## src/rtl/pulse_width_meter.sv

```systemverilog
// Pulse width meter: measures the high time of an asynchronous input in whole
// microseconds. A prescaler driven by clk forms the microsecond tick. Results
// are handed to the reader one at a time through a valid/ack handshake.
module pulse_width_meter #(
  parameter int unsigned CLK_PER_US = 20,
  parameter int unsigned CNT_W      = 16
) (
  input  logic             clk,
  input  logic             rst_n,
  input  logic             sig_in,
  input  logic             meas_ack,
  output logic [CNT_W-1:0] meas_us,
  output logic             meas_ovf,
  output logic             meas_valid,
  output logic             busy
);

  localparam int unsigned PRE_W = (CLK_PER_US > 1) ? $clog2(CLK_PER_US) : 1;
  localparam logic [PRE_W-1:0] PRE_LAST = PRE_W'(CLK_PER_US - 1);
  localparam logic [CNT_W-1:0] US_MAX   = '1;

  typedef enum logic [1:0] {
    IDLE     = 2'd0,
    MEASURE  = 2'd1,
    WAIT_ACK = 2'd2,
    ARM      = 2'd3
  } state_e;

  state_e           state_q, state_d;
  logic             s1_q, s2_q, s3_q;
  logic             loaded_q, low_seen_q;
  logic [PRE_W-1:0] pre_q, pre_d;
  logic [CNT_W-1:0] us_q, us_d;
  logic             ovf_q, ovf_d;
  logic [CNT_W-1:0] meas_us_q, meas_us_d;
  logic             meas_ovf_q, meas_ovf_d;
  logic             valid_q, valid_d;
  logic             busy_q, busy_d;
  logic             rise_c, fall_c;

  assign rise_c = s2_q & ~s3_q;
  assign fall_c = ~s2_q & s3_q;

  // Two-flop synchronizer plus history flop. low_seen_q records that a real
  // low level has been sampled since reset, so a pulse already high when reset
  // is released is treated as partial and not measured.
  always_ff @(posedge clk or negedge rst_n) begin
    if (!rst_n) begin
      s1_q       <= 1'b0;
      s2_q       <= 1'b0;
      s3_q       <= 1'b0;
      loaded_q   <= 1'b0;
      low_seen_q <= 1'b0;
    end else begin
      s1_q       <= sig_in;
      s2_q       <= s1_q;
      s3_q       <= s2_q;
      loaded_q   <= 1'b1;
      low_seen_q <= low_seen_q | (loaded_q & ~s1_q);
    end
  end

  // State, counter and result registers.
  always_ff @(posedge clk or negedge rst_n) begin
    if (!rst_n) begin
      state_q    <= IDLE;
      pre_q      <= '0;
      us_q       <= '0;
      ovf_q      <= 1'b0;
      meas_us_q  <= '0;
      meas_ovf_q <= 1'b0;
      valid_q    <= 1'b0;
      busy_q     <= 1'b0;
    end else begin
      state_q    <= state_d;
      pre_q      <= pre_d;
      us_q       <= us_d;
      ovf_q      <= ovf_d;
      meas_us_q  <= meas_us_d;
      meas_ovf_q <= meas_ovf_d;
      valid_q    <= valid_d;
      busy_q     <= busy_d;
    end
  end

  // Next-state, counting and handshake logic.
  always_comb begin
    state_d    = state_q;
    pre_d      = pre_q;
    us_d       = us_q;
    ovf_d      = ovf_q;
    meas_us_d  = meas_us_q;
    meas_ovf_d = meas_ovf_q;
    valid_d    = valid_q;

    unique case (state_q)
      IDLE: begin
        // The rise-detect cycle is the first counted high cycle.
        if (rise_c && low_seen_q) begin
          pre_d   = PRE_W'(1);
          us_d    = '0;
          ovf_d   = 1'b0;
          state_d = MEASURE;
        end
      end
      MEASURE: begin
        if (fall_c) begin
          meas_us_d  = us_q;
          meas_ovf_d = ovf_q;
          valid_d    = 1'b1;
          state_d    = WAIT_ACK;
        end else if (s2_q) begin
          if (pre_q == PRE_LAST) begin
            pre_d = '0;
            if (us_q == US_MAX) begin
              ovf_d = 1'b1;
            end else begin
              us_d = us_q + CNT_W'(1);
            end
          end else begin
            pre_d = pre_q + PRE_W'(1);
          end
        end
      end
      WAIT_ACK: begin
        if (meas_ack) begin
          valid_d    = 1'b0;
          meas_us_d  = '0;
          meas_ovf_d = 1'b0;
          state_d    = ARM;
        end
      end
      ARM: begin
        // Wait out any pulse already in progress.
        if (!s2_q) begin
          state_d = IDLE;
        end
      end
      default: state_d = IDLE;
    endcase

    busy_d = (state_d == MEASURE);
  end

  assign meas_us    = meas_us_q;
  assign meas_ovf   = meas_ovf_q;
  assign meas_valid = valid_q;
  assign busy       = busy_q;

endmodule

```

## config.mk

```make
export PLATFORM = sky130hd
export DESIGN_NAME = pulse_width_meter
export DESIGN_NICKNAME = d
export VERILOG_FILES = /design/src/rtl/pulse_width_meter.sv
export SDC_FILE = /design/constraint.sdc
export NUM_CORES = 1
export LEC_CHECK = 0
export ABC_AREA = 1
export CAP_MARGIN = 10
export CORE_UTILIZATION = 56
export DETAILED_ROUTE_END_ITERATION = 8
export PLACE_DENSITY = 0.76
export SLEW_MARGIN = 20
export SYNTH_ARGS = -nofsm -noshare
export SYNTH_HDL_FRONTEND = slang
export SYNTH_SLANG_ARGS = --single-unit
```

## constraint.sdc

```tcl
create_clock -name clk -period 1.7 [get_ports clk]
set_input_delay 0.51 -clock clk [delete_from_list [all_inputs] [get_ports clk]]
set_output_delay 0.51 -clock clk [all_outputs]
set_load 0.02 [all_outputs]
```

# Yosys cells after proc, flatten, opt, wreduce, memory -nomap -nowiden

Index checks and enable logic that the tools add are counted.

Logic and storage cells: 74
Bits in registers: 48

Add/sub/neg operators: 2
Muxes and demuxes: 30
Bitwise logic cells: 7
Reductions and logical operators: 8
Equal/unequal tests: 14

Operators with widths:

| cell                                                | number |
|---|---|
| two-way mux 16 bit                                  | 7 |
| case mux 16 bit (2 select lines)                    | 2 |
| two-way mux 5 bit                                   | 4 |
| adder 16 x 1 -> 16 bit, second input constant       | 1 |
| equality test 16 bit, second input constant         | 1 |
| inequality test 2 bit, second input constant        | 8 |
| AND reduction 6 bit                                 | 2 |
| case mux 5 bit (2 select lines)                     | 1 |
| two-way mux 1 bit                                   | 8 |
| two-way mux 2 bit                                   | 4 |
| case mux 2 bit (4 select lines)                     | 1 |
| case mux 1 bit (2 select lines)                     | 3 |
| adder 5 x 1 -> 5 bit, second input constant         | 1 |
| equality test 5 bit, second input constant          | 1 |
| equality test 2 x 1 -> 1 bit, second input constant | 2 |
| equality test 2 bit, second input constant          | 2 |
| AND reduction 4 bit                                 | 1 |
| nonzero test 2 bit                                  | 2 |
| AND 1 bit                                           | 3 |
| NOT 1 bit                                           | 3 |
| AND reduction 3 bit                                 | 1 |
| logical NOT 2 bit                                   | 1 |
| logical AND 1 bit                                   | 1 |
| bitwise OR 1 bit                                    | 1 |

# Longest topological paths before layout

Word-level depth: 6
Depth in mapped cells: 11
Depth with buffers taken out: 11

# Least setup slack after synthesis

Ideal clock, no wire load.

Kind: flip-flop to flip-flop
Start point: register us_q[0]
End point: register us_q[3]
Buffers on the path: 1
Required time: 1.626 ns
Library setup time: 0.074 ns
Arrival: 1.439 ns
Slack: 0.187 ns
Period minus slack after synthesis: 1.513 ns
Stages on the path, launching flop included: 11
Cells stage by stage: dfrtp_1 > ha_1 > nand2_1 > nor2_2 > nand2_2 > nor2_4 > nand2_2 > nand2_4 > buf_6 > nand2_1 > o21ai_2

Cells in the longest elaborated chain, start to end: 6
Elaborated cells on any way between the ends: 9
Classes of those cells: add/sub (1); eq/ne (2); mux (5); reduce/logical (1)

RTL lines:

| item                             | line | RTL |
|---|---|---|
| from (decl)                      | 33   | `logic [CNT_W-1:0] us_q, us_d;` |
| from (signal assigned)           | 77   | `us_q <= us_d;` |
| adder 16 x 1 -> 16 bit           | 118  | `us_d = us_q + CNT_W'(1);` |
| two-way mux 16 bit               | 115  | `if (us_q == US_MAX) begin` |
| two-way mux 16 bit               | 113  | `if (pre_q == PRE_LAST) begin` |
| two-way mux 16 bit               | 112  | `end else if (s2_q) begin` |
| two-way mux 16 bit               | 107  | `if (fall_c) begin` |
| case mux 16 bit (2 select lines) | 96   | `unique case (state_q)` |

Parallel ways exist; a longest one is shown, timed or not. The select of a mux whose other input is x is not followed.
A chain may end at the register's enable or synchronous reset.

# Final worst setup path

Start point: register us_q[1]
End point: register us_q[10]

The elaborated chain is that of the path after synthesis.

==> impl_metrics.json <==
{
  "async_flop_share_pct": 100.0,
  "ys_warn_count": 0,
  "routed_wirelength_um": 5235,
  "slew_headroom_pct": 66.34,
  "dr.pass1.iters": 4,
  "core_mm2": 0.004029,
  "area_growth_pct": 20.73,
  "cp.arrival_ns": 1.85,
  "cap_violations": 0,
  "cp-end-kind": "flip-flop",
  "cts.sinks": 48,
  "synth_area_leader_cell": "dfrtp_1",
  "multiInputGateArea_um2": 962.2,
  "finalWorstSetupSlack_ns": 0.08488,
  "ys_types": 28,
  "synth_simple_gate_area_share_pct": 28.74,
  "synth_top_family_by_area": "simple AND/OR/NAND/NOR gates",
  "overflow": 0,
  "drtIter0Drc": 143,
  "num_rows": 23,
  "synth-compound-area-share_pct": 9.177,
  "yosysMostFrequentCell": "nand2_1",
  "initial_core_util_pct": 58.88,
  "grt.total_usage_pct": 26.39,
  "drive_above_1_share_pct": 13.02,
  "powerDensity_mw_per_mm2": 980.2,
  "synthesis.area_mm2": 0.002372,
  "yosysSeqAreaShare_pct": 50.63,
  "nFillCells": 333,
  "cts-root-buf": "clkbuf_8",
  "place_ws_ns": 0.09908,
  "die_h_um": 67.09,
  "max_freq_mhz": 619.1,
  "outcome": "finished clean",
  "yosys.area_share.adder_pct": 1.055,
  "cts_tree": "built",
  "wl_per_cell_um": 13.49,
  "antenna_left": 0,
  "vias_per_cell": 5.255,
  "regToRegSetupSlack_ns": 0.08,
  "port_buffers": 22,
  "critPathMaxFanout": 14,
  "synth.avg_cell_area_um2": 8.042,
  "gp_congestion": 0.8659,
  "finalSetupTns_ns": 0,
  "ff2ff_path_depth": 10,
  "synth_fp_nets": 301,
  "synthTopCellsByArea": "dfrtp_1 (51%), nand2_1 (12%), inv_1 (7.4%), nand3_1 (6.3%), nor2_1 (3.8%)",
  "cts_buffer_depth": 2,
  "vias": 2039,
  "finClkSkew_ns": 0.006995,
  "synth_edf_count": 0,
  "ys_ff_latch": 48,
  "period_share_pct": 95.01,
  "fin_crit_ns": 1.615,
  "worstSetupPathType": "reg -> reg",
  "cts_made_buffers": 5,
  "path_clk_slew_ns": 0.08,
  "postCtsHoldBufs": 0,
  "layout.nets": 343,
  "drc": 0,
  "synthXorXnorAreaFrac_pct": 1.108,
  "fp.dieW_um": 67.09,
  "grt_pass1_vias": 1911,
  "diodes": 0,
  "synth_cells": 295,
  "holdCritPathClass": "in -> async",
  "max-vdd-ir-drop_mv": 0.5819,
  "required_ns": 1.93,
  "synthMuxAreaShare_pct": 0,
  "register_area_mm2": 0.001201,
  "antenna_found_initial": 0,
  "h-tree-depth": 2,
  "slew_violations": 0,
  "hold_viol": 0,
  "setup_violations": 0,
  "grt_first_pass_wirelength_um": 8521,
  "die_area_mm2": 0.004500,
  "synth.top_cell.area_share_pct": 50.63,
  "ys_top_cells_by_count": "nand2_1 (76), dfrtp_1 (48), inv_1 (47)",
  "synth-main-ff-cell": "dfrtp_1",
  "clock_latency_ns": 0.31,
  "power.static_leakage_nw": 1.410,
  "grt_start_max_net_pins": 49,
  "hpwl_um": 3833,
  "tightestPinTransition_ns": 0.5049,
  "pin_count": 23,
  "worst_setup_path_start_kind": "flip-flop"
}
==> logic make-up after synthesis <==
family          count (synthesis)
flops                          48
other cells                     1
simple gates                  152
fa+ha+maj                       2
xor+xnor                        3
buf+inv                        53
compound gates                 36
==> worst paths after layout <==
path,start,endpoint
setup / recovery,us_q[1],us_q[10]
hold reg to reg,s1_q,s2_q
hold / removal,rst_n,state_q[0]
max in group asynchronous,rst_n,meas_us[2]
setup reg to reg,us_q[1],us_q[10]
min in group clk,s1_q,s2_q
==> layout by cell type (no fill, tap or decap), types with 7 or more instances in the layout <==
| master | n |
|---|---|
| o22ai_1 | 14 |
| o21ai_0 | 7 |
| dfrtp_1 | 48 |
| nor2_1 | 24 |
| nand2_1 | 75 |
| nand3_1 | 30 |
| buf_4 | 16 |
| inv_1 | 46 |
| dlygate4sd2_1 | 19 |
==> flip-flops by register name (all words and copies together), names as in the netlist <==
register    flops
busy            1
loaded_q        1
low_seen_q      1
meas_ovf        1
meas_us        16
meas_valid      1
ovf_q           1
pre_q           5
s1_q            1
s2_q            1
s3_q            1
state_q         2
us_q           16
==> final cells by class <==
| class | instances | area share [%] |
|---|---|---|
| multi-input combinational | 194 | 33.60 |
| tap | 50 | 2.184 |
| timing repair buffer | 41 | 12.98 |
| inverter | 47 | 6.160 |
| clock buffer | 8 | 3.145 |
| sequential | 48 | 41.94 |
==> routing by layer <==
layer  part of all wire (%)  GRT usage [%]  vias up
li1                       -              -     1023
met1                     45          32.93      972
met2                     50          43.88       35
met3                    3.4          5.993        9
met4                    1.7          10.11        0
met5                      0              0        -
==> timing repair <==
| item | 4_1_cts | 5_1_grt |
|---|---|---|
| pin swaps | 0 | 7 |
| buffers inserted | 0 | 5 |
| endpoints found under the setup margin | 19 | 14 |
| gates resized for setup | 19 | 4 |
==> power breakdown <==
group	internal [mW]	switching, mW
sequential	1.22	0.0587
clock	0.332	0.370
combinational	0.302	0.521
total	1.86	0.949
==> stage by stage <==
step | instance area (µm²) | power, mW | util [%] | hold slack (ns) | instances
after global routing | 2864 | 2.948 | 71.09 | 0.1961 | 388
after floorplan | 2372 | 1.810 | - | 0.2144 | 295
after CTS | 2819 | 2.791 | 69.97 | 0.1870 | 383
after global placement | 2753 | 2.097 | 68.32 | 0.3588 | 375
after detailed placement | 2753 | 2.114 | 68.32 | 0.3618 | 375
final | 2864 | 2.807 | 71.09 | 0.1745 | 388
==> critical path, stage by stage, from the launching register on <==
cell     delay (ns)
dfrtp_1        0.40
ha_2           0.20
nand2_1        0.09
nor2_2         0.16
nand2_2        0.11
nor2_4         0.12
nand2_2        0.08
nand2_4        0.10
buf_12         0.14
nand2_1        0.05
o21ai_1        0.08
Note: power is estimated with default switching activity, not from simulation.
